`config.mk`:
```
export PLATFORM = sky130hd
export DESIGN_NAME = register_fifo
export DESIGN_NICKNAME = d
export VERILOG_FILES = /design/src/rtl/register_fifo.sv
export SDC_FILE = /design/constraint.sdc
export NUM_CORES = 1
export LEC_CHECK = 0
export ABC_CLOCK_PERIOD_IN_PS = 4750
export CAP_MARGIN = 10
export CORE_MARGIN = 3
export CORE_UTILIZATION = 35
export DETAILED_ROUTE_END_ITERATION = 12
export HOLD_SLACK_MARGIN = 0.1
export MAX_ROUTING_LAYER = met4
export SLEW_MARGIN = 40
export SYNTH_ARGS = -nofsm -noshare
export SYNTH_HDL_FRONTEND = slang
export SYNTH_SLANG_ARGS = --single-unit
```
`constraint.sdc`:
```
create_clock -name clk -period 4.75 [get_ports clk]
set_input_delay 0.475 -clock clk [delete_from_list [all_inputs] [get_ports clk]]
set_output_delay 0.475 -clock clk [all_outputs]
set_load 0.1 [all_outputs]
```
`src/rtl/register_fifo.sv`:
```
// Single-clock show-ahead FIFO of DEPTH x WIDTH words with occupancy count,
// full/empty/almost-full flags and sticky overflow/underflow error flags.
module register_fifo #(
    parameter int unsigned WIDTH    = 5,
    parameter int unsigned DEPTH    = 8,
    parameter int unsigned AF_LEVEL = 6
) (
    input  logic                       clk,
    input  logic                       rst,
    input  logic                       clr,
    input  logic                       write_en,
    input  logic [WIDTH-1:0]           data_in,
    input  logic                       read_en,
    output logic [WIDTH-1:0]           data_out,
    output logic                       full,
    output logic                       empty,
    output logic                       almost_full,
    output logic [$clog2(DEPTH):0]     count,
    output logic                       overflow,
    output logic                       underflow
);

    localparam int unsigned AW = $clog2(DEPTH);
    localparam int unsigned CW = AW + 1;

    logic [WIDTH-1:0] mem [DEPTH];
    logic [AW-1:0]    wr_ptr;
    logic [AW-1:0]    rd_ptr;
    logic             rd_acc;
    logic             wr_acc;

    // A write into a full FIFO is still accepted if a pop frees a slot this cycle.
    assign rd_acc = read_en && !empty;
    assign wr_acc = write_en && (!full || rd_acc);

    assign full        = (count == CW'(DEPTH));
    assign empty       = (count == CW'(0));
    assign almost_full = (count >= CW'(AF_LEVEL));
    assign data_out    = empty ? '0 : mem[rd_ptr];

    // Storage is deliberately not reset; contents behind empty are don't-care.
    always_ff @(posedge clk) begin
        if (!clr && wr_acc) begin
            mem[wr_ptr] <= data_in;
        end
    end

    // Pointers wrap naturally because DEPTH is a power of two.
    always_ff @(posedge clk or negedge rst) begin
        if (!rst) begin
            wr_ptr    <= '0;
            rd_ptr    <= '0;
            count     <= '0;
            overflow  <= 1'b0;
            underflow <= 1'b0;
        end else if (clr) begin
            wr_ptr    <= '0;
            rd_ptr    <= '0;
            count     <= '0;
            overflow  <= 1'b0;
            underflow <= 1'b0;
        end else begin
            if (wr_acc) begin
                wr_ptr <= wr_ptr + AW'(1);
            end
            if (rd_acc) begin
                rd_ptr <= rd_ptr + AW'(1);
            end
            if (wr_acc && !rd_acc) begin
                count <= count + CW'(1);
            end else if (rd_acc && !wr_acc) begin
                count <= count - CW'(1);
            end
            if (write_en && !wr_acc) begin
                overflow <= 1'b1;
            end
            if (read_en && empty) begin
                underflow <= 1'b1;
            end
        end
    end

endmodule

```
==> impl_metrics.tcl <==
set metrics [dict create \
    via_count 1335 \
    syn-cell-area_sq_mm 0.00233 \
    max-clock-path-buffers 2 \
    synth_top_area_share_pct 51.4 \
    maxCapViolCount 0 \
    min_delay_path_depth 2 \
    layout.nets 191 \
    rows 29 \
    cts_setup_buffers 0 \
    avgSynthCellArea_sq_um 15.4 \
    die_x_um 87.7 \
    finalWorstPathRequiredPeriod_ps 2710 \
    drtIter0Drc 80 \
    cts_made_buffers 5 \
    drive_gt1_share_pct 22.0 \
    synth_cell_types 35 \
    first_pass_iters 4 \
    critPathSlowestCell "dfrtp_1" \
    ys_seq_elements 52 \
    yosysWarningCount 0 \
    ctsHoldBuffers 0 \
    cts.clk_slew.worst_paths_ps 80 \
    instances_no_fill 254 \
    worstHoldEndpoint "underflow" \
    synthArstFlopShare_pct 23.1 \
    hold_viol 0 \
    critPathLaunchType "flip-flop" \
    crit_buf_inv 1 \
    critPathKind "flip-flop to primary output" \
    r2r-start "count[1]" \
    coreArea_sq_mm 0.00642 \
    crit_chain "mux4_2 > mux2i_1 > nor2_1 > buf_2" \
    tns_ps 0 \
    final_cell_mix "edfxtp_1, nor2_1, buf_2" \
    fin_skew_ps 4.18 \
    syn_to_final_growth_pct 15.6 \
    synth_nets 167 \
    vias_per_cell 5.26 \
    power_density_mw_per_mm2 642 \
    cp-end-kind "primary output" \
    track_usage_pct 13.4 \
    run_status "completed" \
    required_ps 4280 \
    p_leak_uw 0.000974 \
    hp-start "underflow" \
    grt_max_degree 17 \
    root_buffer "clkbuf_8" \
    antenna_left 0 \
    die_y_um 87.7 \
    r2r_end "count[3]" \
    ios 24 \
    path_depth 4 \
    insertion_delay_ps 300 \
    ir_drop_mv 0.292 \
    synthTopCellsByArea "edfxtp_1, dfrtp_1, mux4_2" \
    rr_worst_depth 7 \
    place_hpwl_um 3080 \
    worstMarginPinSlew_ps 707 \
    cts_max_level 2 \
    wl_um 4530 \
    cts_sinks 52 \
    rsz0062_at_grt "no" \
    grt-ovfl-total 0 \
    relSlewSlack_pct 52.8 \
    tritoncts "yes" \
    r2r_setup_slack_ps 2130 \
    grt_pass1_vias 1374 \
    port-buffer-count 23 \
    die_area_sq_mm 0.00769 \
    fmax_mhz 369 \
    diodes 0 \
    drc 0 \
    arrival_ps 2230 \
    cp_max_fo 12 \
    setup_viol_count_final 0 \
    antenna_found_initial 0 \
    gp_congestion 0.743 \
    min_path_type "flip-flop to flip-flop" \
    final.period_utilization_pct 57.0 \
    slew_violations 0 \
    layout_commonest_cell "edfxtp_1" \
    cts_resized 0 \
    fillers 567 \
    placed_cells 246 \
    synth_largest_area_cell "edfxtp_1" \
    critical_path.top_delay_family "flip-flops" \
    grt_pass1_wl_um 7310 \
    slowest_delay_ps 810 \
    start_util_pct 36.4 \
    syn_inst 152 \
    wl_per_cell_um 17.9 \
    synth_seq_area_share_pct 64.3 \
    synth_top_flop_cell "edfxtp_1" \
    synth_edf_count 40 \
]
## power breakdown
group	switching, uW	internal [uW]
logic	613	218
registers	83.8	524
clock network	136	158
## through the flow
stage	utilization (%)	instance area (sq um)	power (uW)	setup slack [ps]	hold WS (ps)
floorplan	-	2340	1330	1100	179
global placement	41.2	2650	1500	1660	479
detailed placement	40.4	2590	1460	2030	488
CTS	42.0	2700	1750	1970	516
global route	42.0	2700	1820	1860	545
finish	42.0	2700	1730	2040	515
## how the worst max path moves through the flow
| stage | from | slack [ps] | end |
|---|---|---|---|
| global route | rd_ptr[0] | 1860 | data_out[2] |
| floorplan | count[0] | 1100 | data_out[0] |
| global placement | rd_ptr[0] | 1660 | data_out[1] |
| detailed placement | write_en | 2030 | count[3] |
| CTS | rd_ptr[0] | 1970 | data_out[1] |
| finish | rd_ptr[0] | 2040 | data_out[2] |
## cell usage after synthesis, types with 2 or more instances
library cell / instances
o211ai_1: 2
ha_1: 4
mux4_2: 10
nor3_1: 4
xnor2_1: 3
edfxtp_1: 40
dfrtp_1: 12
nor4_1: 2
nand3_1: 3
inv_1: 4
nand3b_1: 3
xor2_1: 4
a21oi_1: 3
buf_2: 3
clkbuf_1: 4
mux2i_1: 8
nor2_1: 22
nand2b_1: 4
## worst reg2reg max path, delay by kind of cell, from the launching register on
kind / cells / cell delay (ps)
simple gates: 3 / 1110
compound gates: 3 / 640
flops: 1 / 500
fa+ha+maj: 1 / 290
## logic make-up (layout without fill, tap and decap cells)
family          count (synthesis)  after routing  synth area share, %
compound gates                 13             13                 4.61
xor+xnor                        7              7                 2.63
fa+ha+maj                       5              5                 3.00
buf+inv                        13             38                 2.57
flops                          52             52                 64.3
mux                            18             18                 13.1
simple gates                   44             44                 9.81
## sequential cells by signal, summed over array words and instances (netlist names)
register	cells
mem	40
wr_ptr	3
rd_ptr	3
overflow	1
underflow	1
count	4
## area by class of cell
type                       instances  area, sq um  area share (%)
timing repair buffer              26          183            6.77
multi-input combinational         87          797            29.5
clock buffer                       7         76.3            2.83
tap                               77         96.3            3.57
clock inverter                     1         30.0            1.11
inverter                           4         15.0           0.556
sequential                        52         1500            55.6
## metal layers
layer	vias up	wire, um	global-route usage (%)
met5	-	0	-
met3	9	176	3.95
met4	0	68	4.74
met2	18	2290	20.8
met1	680	2000	16.8
li1	628	-	-
(Power assumes the default switching activity.)
